### src/rtl/fetch_unit.sv
// fetch_unit: PC plus req/ack instruction fetch feeding the IR, with a bounded memory wait that raises a sticky fault.
module fetch_unit #(
    parameter int ADDR_W = 8,
    parameter int INSTR_W = 16,
    parameter logic [ADDR_W-1:0] RESET_PC = '0,
    parameter int TIMEOUT = 15
) (
    input  logic               clk,
    input  logic               rst,
    input  logic               run,
    input  logic               next,
    input  logic               jump,
    input  logic [ADDR_W-1:0]  jump_target,
    output logic               mem_req,
    output logic [ADDR_W-1:0]  mem_addr,
    input  logic               mem_ack,
    input  logic [INSTR_W-1:0] mem_rdata,
    output logic               ir_w_en,
    output logic [INSTR_W-1:0] ir_d_in,
    output logic [ADDR_W-1:0]  pc,
    output logic               busy,
    output logic               fault
);
    localparam int CW = $clog2(TIMEOUT + 1);
    typedef enum logic [1:0] {IDLE, FETCH, ISSUE, EXEC} state_t;
    state_t state;
    logic [CW-1:0] cnt;
    assign mem_addr = pc;
    assign busy = state != IDLE;
    always_ff @(posedge clk or posedge rst) begin
        if (rst) begin
            state <= IDLE;
            pc <= RESET_PC;
            mem_req <= 1'b0;
            ir_w_en <= 1'b0;
            ir_d_in <= '0;
            fault <= 1'b0;
            cnt <= '0;
        end else begin
            case (state)
                IDLE: if (run && !fault) begin
                    state <= FETCH;
                    mem_req <= 1'b1;
                    cnt <= '0;
                end
                FETCH: if (mem_ack) begin
                    ir_d_in <= mem_rdata;
                    ir_w_en <= 1'b1;
                    mem_req <= 1'b0;
                    pc <= pc + 1'b1;
                    state <= ISSUE;
                end else if (cnt == CW'(TIMEOUT - 1)) begin
                    // the final unanswered request cycle: give up and latch the fault
                    fault <= 1'b1;
                    mem_req <= 1'b0;
                    state <= IDLE;
                end else begin
                    cnt <= cnt + 1'b1;
                end
                ISSUE: begin
                    ir_w_en <= 1'b0;
                    state <= EXEC;
                end
                EXEC: if (next) begin
                    pc <= jump ? jump_target : pc;
                    mem_req <= run;
                    cnt <= '0;
                    state <= run ? FETCH : IDLE;
                end
                default: state <= IDLE;
            endcase
        end
    end
endmodule

### config.mk
export PLATFORM = sky130hd
export DESIGN_NAME = fetch_unit
export DESIGN_NICKNAME = d
export VERILOG_FILES = /design/src/rtl/fetch_unit.sv
export SDC_FILE = /design/constraint.sdc
export NUM_CORES = 1
export LEC_CHECK = 0
export CORE_MARGIN = 3
export CORE_UTILIZATION = 30
export CTS_CLUSTER_DIAMETER = 150
export DETAILED_ROUTE_END_ITERATION = 12
export HOLD_SLACK_MARGIN = 0.12
export PLACE_DENSITY_LB_ADDON = 0.3
export SETUP_SLACK_MARGIN = 0.4
export SLEW_MARGIN = 30
export SYNTH_ARGS = -nofsm -noshare
export SYNTH_HDL_FRONTEND = slang
export SYNTH_SLANG_ARGS = --single-unit
export TNS_END_PERCENT = 10
### constraint.sdc
create_clock -name clk -period 3.8 [get_ports clk]
set_clock_uncertainty 0.15 [all_clocks]
set_input_delay 0.57 -clock clk [delete_from_list [all_inputs] [get_ports clk]]
set_output_delay 0.57 -clock clk [all_outputs]
set_load 0.02 [all_outputs]
# --- Word level (Yosys, flattened, before mapping) ---
# Index checks and enable logic that the tools add are counted.
totals:
  out_inout_bits: 36
  in_bits: 30
  elab_cells: 57
  register_bits: 33
classes:
  n_eq_ne: 11
  muxes: 22
  addsub: 2
  n_reduce_logical: 14
  n_bitwise: 1
op_table:
  columns: ["cell", "n"]
  rows:
  - ["8-bit 2-to-1 mux", 3]
  - ["4-bit 2-to-1 mux", 4]
  - ["8-bit case mux with 2 select lines", 1]
  - ["2-bit inequality test, second input constant", 6]
  - ["4-bit case mux with 3 select lines", 1]
  - ["8-bit by 1-bit adder with 8-bit output, second input constant", 1]
  - ["2-bit 2-to-1 mux", 4]
  - ["2-bit case mux with 4 select lines", 1]
  - ["4-bit AND reduction", 2]
  - ["1-bit 2-to-1 mux", 6]
  - ["3-bit AND reduction", 2]
  - ["2-bit nonzero test", 3]
  - ["5-bit AND reduction", 1]
  - ["4-bit by 1-bit adder with 4-bit output, second input constant", 1]
  - ["2-bit == test, second input constant", 2]
  - ["4-bit == test, second input constant", 1]
  - ["2-bit AND reduction", 2]
  - ["3-bit inequality test, second input constant", 1]
  - ["1-bit case mux with 3 select lines", 1]
  - ["3-bit nonzero test", 1]
  - ["2-bit by 1-bit == test with 1-bit output, second input constant", 1]
  - ["2-bit logical NOT", 1]
  - ["1-bit case mux with 2 select lines", 1]
  - ["1-bit logical AND", 1]
  - ["other kinds (2)", 2]

# --- Logic depth before layout (Yosys ltp) ---
logic_depth:
  ltp_word: 4
  depth_mapped: 6
  mapped_depth_nobuf: 6

# --- Worst setup path after synthesis ---
# OpenSTA, ideal clock, no wires.
synth_timing:
  kind: "reg2reg"
  from: "register (tool-made name)"
  to: "register cnt[1]"
  arrival_ns: 1.403
  period_less_slack_ns: 1.678
  path_stages_with_launch: 5
  setup_slack_ns: 2.122
  n_path_buf: 0
  t_required_ns: 3.525
  cell_sequence: "dfrtp_1 > or2_1 > o21ai_1 > nand2b_4 > mux2_4"
synth_rtl:
  columns: ["element", "line", "source"]
  rows:
  - ["end signal, assigned", "58", "cnt <= cnt + 1'b1;"]
  - ["end, declared", "27", "logic [CW-1:0] cnt;"]

==> metrics.txt <==
sequential fraction of the synthesis area 49.1%; Area Growth Syn to Fin 42.6%; syn_nets 188; r2r setup slk 1960 ps; Synth Warn # 0; total track usage 13.3%; Hold Fails Final Rpt 0; Clock Power Share 12.8%; CTS hold repair buffers 0; CP arrival 1730 ps; IO Pins 66; FF+latch count, synth 33; Setup CP Type flop to output pin; Synth area leaders dfrtp_1, mux2_2, buf_4; GR Layer Usage met1 17.6%; CP Launch Type flop; Initial DRC Count 69; antenna violations before repair 0; crit-path max cell delay 660 ps; FF-to-FF End cnt[1]; met3 usage 3.77%; Critical Path End Type output pin; vias in the first global route 1405; switching pwr 0.000819 W; met2 Usage GRT 20.4%; post-synthesis cell area 1680 µm²; # DRC 0; placed cell area 2310 µm²; Final setup viols 0; commonest non-fill, non-tap cell in the layout clkdlybuf4s50_1; Clock Path Buffers 2; Die W 80.9 µm; grt ovf 0; final-stage net count 246; pwr dens 846 nW/µm²; Slew Limit Fails 0; switching share of power 40.4%; Fillers 521; Final ANT Viol Nets 0; crit path capture busy; Syn Area/Cell 10.8 µm²; CTS resizes 0; max_cap viols 0; Slew HR 65.8%; Clk Latency, worst-skew pair 280 ps; Comb power frac 53.3%; first-pass GRT wire length 6670 µm; RD Place Congestion 0.776; non-filler cells, final 283; cells along the critical path or2_1, clkdlybuf4s50_1; Reg2Reg Depth 4; # Post-CTS Setup Buffers 0; final HPWL from detailed placement 2840 µm; Leak Pwr 1.01 nW; layout cells sized above 1 13.6%; DR WL/cell 13.6 µm; setup TNS 0 ps; Hold WC Path Type flop to flop; Reg2Reg Launch Point state[0]; register area 826 µm²; Multi-input gate area 724 µm²; synth unique cells 39; Synth top area share 49.1%; highest-count cells in the layout ignoring fill and taps clkdlybuf4s50_1, dfrtp_1, mux2_2, nand2_1, a21oi_1; sequential power share 33.9%; antenna cells 0; CTS tree done; Die Footprint 6540 µm²; status completed; placed insts 276; RSZ-0062 raised after global routing no; Pre-antenna DRT Iters 4; CP max-delay cell dfrtp_1; via count 1353; Fmax achieved 0.408 GHz; # clock sinks 33; largest net degree at the start of global routing 34; Port Buf Inserts 65; drt total wl 3860 µm; DR vias/cell 4.78; row cnt 26; Die Y 80.9 µm; Syn Inst Count 155; CTS Root Cell clkbuf_8; cell taking the most area after synthesis dfrtp_1; post-route cell area 2400 µm²; critical path fanouts, max 15; min cycle time layout 2450 ps; Starting Density 31.9%; H-tree levels 2; Tcrit/Tclk final 64.6%; clk slew on worst S/H paths 60 ps; Core ar. 5270 µm²; worst slew pin tran 513 ps; total CTS buffers 5; internal power 0.00121 W; peak supply drop 0.000281 V; Top Usage Layer GRT met2; Crit path required time 3080 ps
[power by group through the flow]
stage	combinational (W)	sequential, W	clock, W
finish	0.00108	0.000688	0.000259
global route	0.00118	0.000720	0.000288
CTS	0.00110	0.000687	0.000272
detailed placement	0.00110	0.000691	0
global placement	0.00108	0.000687	0
floorplan	0.000569	0.000809	0
[area by class of cell]
cell class / count / share of cell area, %
repair buffers: 66 / 27.5
multi-input cells: 103 / 30.2
inverters: 4 / 0.626
well taps: 70 / 3.65
flip-flops and latches: 33 / 34.4
clock buffers: 7 / 3.60
[cells in the mapped netlist]
library cell,n
dfrtp_1,33
mux2_2,16
nand2_1,12
a21oi_1,10
buf_4,9
o21ai_0,9
nand3_1,7
nor2_1,5
o21ai_1,5
inv_1,4
a2bb2oi_1,3
and3_1,3
buf_6,3
ha_1,3
nand4_1,3
and2_1,2
buf_2,2
nand2_2,2
nand2b_1,2
o22ai_1,2
xor2_1,2
a31oi_1,1
a41o_1,1
and4_1,1
clkbuf_2,1
mux2_4,1
mux2i_1,1
nand2b_4,1
nor2b_1,1
nor2b_4,1
nor3_1,1
nor3b_1,1
nor3b_2,1
o21a_1,1
o221ai_1,1
o2bb2ai_1,1
o31ai_1,1
o32ai_1,1
or2_1,1
[through the flow]
step	setup slack, ps	power, W	hold slack [ps]	util [%]
after global placement	1520	0.00177	337	43.9
after floorplan	2120	0.00138	377	-
after CTS	1330	0.00206	359	45.5
after detailed placement	1510	0.00179	344	43.9
after global routing	1260	0.00219	381	45.5
final	1350	0.00203	352	45.5
[routing by layer]
| layer | share of wire [%] | vias up | wire length (µm) |
|---|---|---|---|
| met5 | 0 | - | 0 |
| met4 | 1.1 | 0 | 41 |
| met3 | 6.3 | 2 | 241 |
| met2 | 47 | 42 | 1820 |
| met1 | 45 | 646 | 1750 |
| li1 | - | 663 | - |
[flip-flops by register name, indices dropped and copies added, names as in the netlist, named ones only]
register / flops
state: 1
ir_w_en: 1
mem_addr: 8
ir_d_in: 16
cnt: 4
fault: 1
mem_req: 1
[worst max-delay path: cells and delay by family, from the launching register on]
kind / cells / cell delay, ps
flops: 1 / 660
simple gates: 1 / 190
buf+inv: 1 / 600
[cell families (layout without fill, tap and decap cells)]
| family | after synthesis | in the layout | share of synthesized area [%] |
|---|---|---|---|
| XOR/XNOR | 2 | 2 | 1.04 |
| adder cells (fa/ha/maj) | 3 | 3 | 2.23 |
| flip-flops | 33 | 33 | 49.1 |
| AO/OA/AOI/OAI | 36 | 36 | 12.9 |
| multiplexers | 18 | 18 | 12.2 |
| AND/OR/NAND/NOR | 44 | 44 | 14.7 |
| buffers and inverters | 19 | 77 | 7.81 |
[how the worst min path moves through the flow]
stage / from / slack [ps] / endpoint / cells past startpoint
4_1_cts: ir_d_in[4] / 360 / ir_d_in[4] / 1
3_3_place_gp: ir_d_in[9] / 340 / ir_d_in[9] / 1
5_1_grt: ir_d_in[11] / 380 / ir_d_in[11] / 1
2_1_floorplan: cnt[3] / 380 / cnt[3] / 2
6_report: ir_d_in[4] / 350 / ir_d_in[4] / 1
3_5_place_dp: ir_d_in[4] / 340 / ir_d_in[4] / 1
Power figures use the tool's default switching activity.
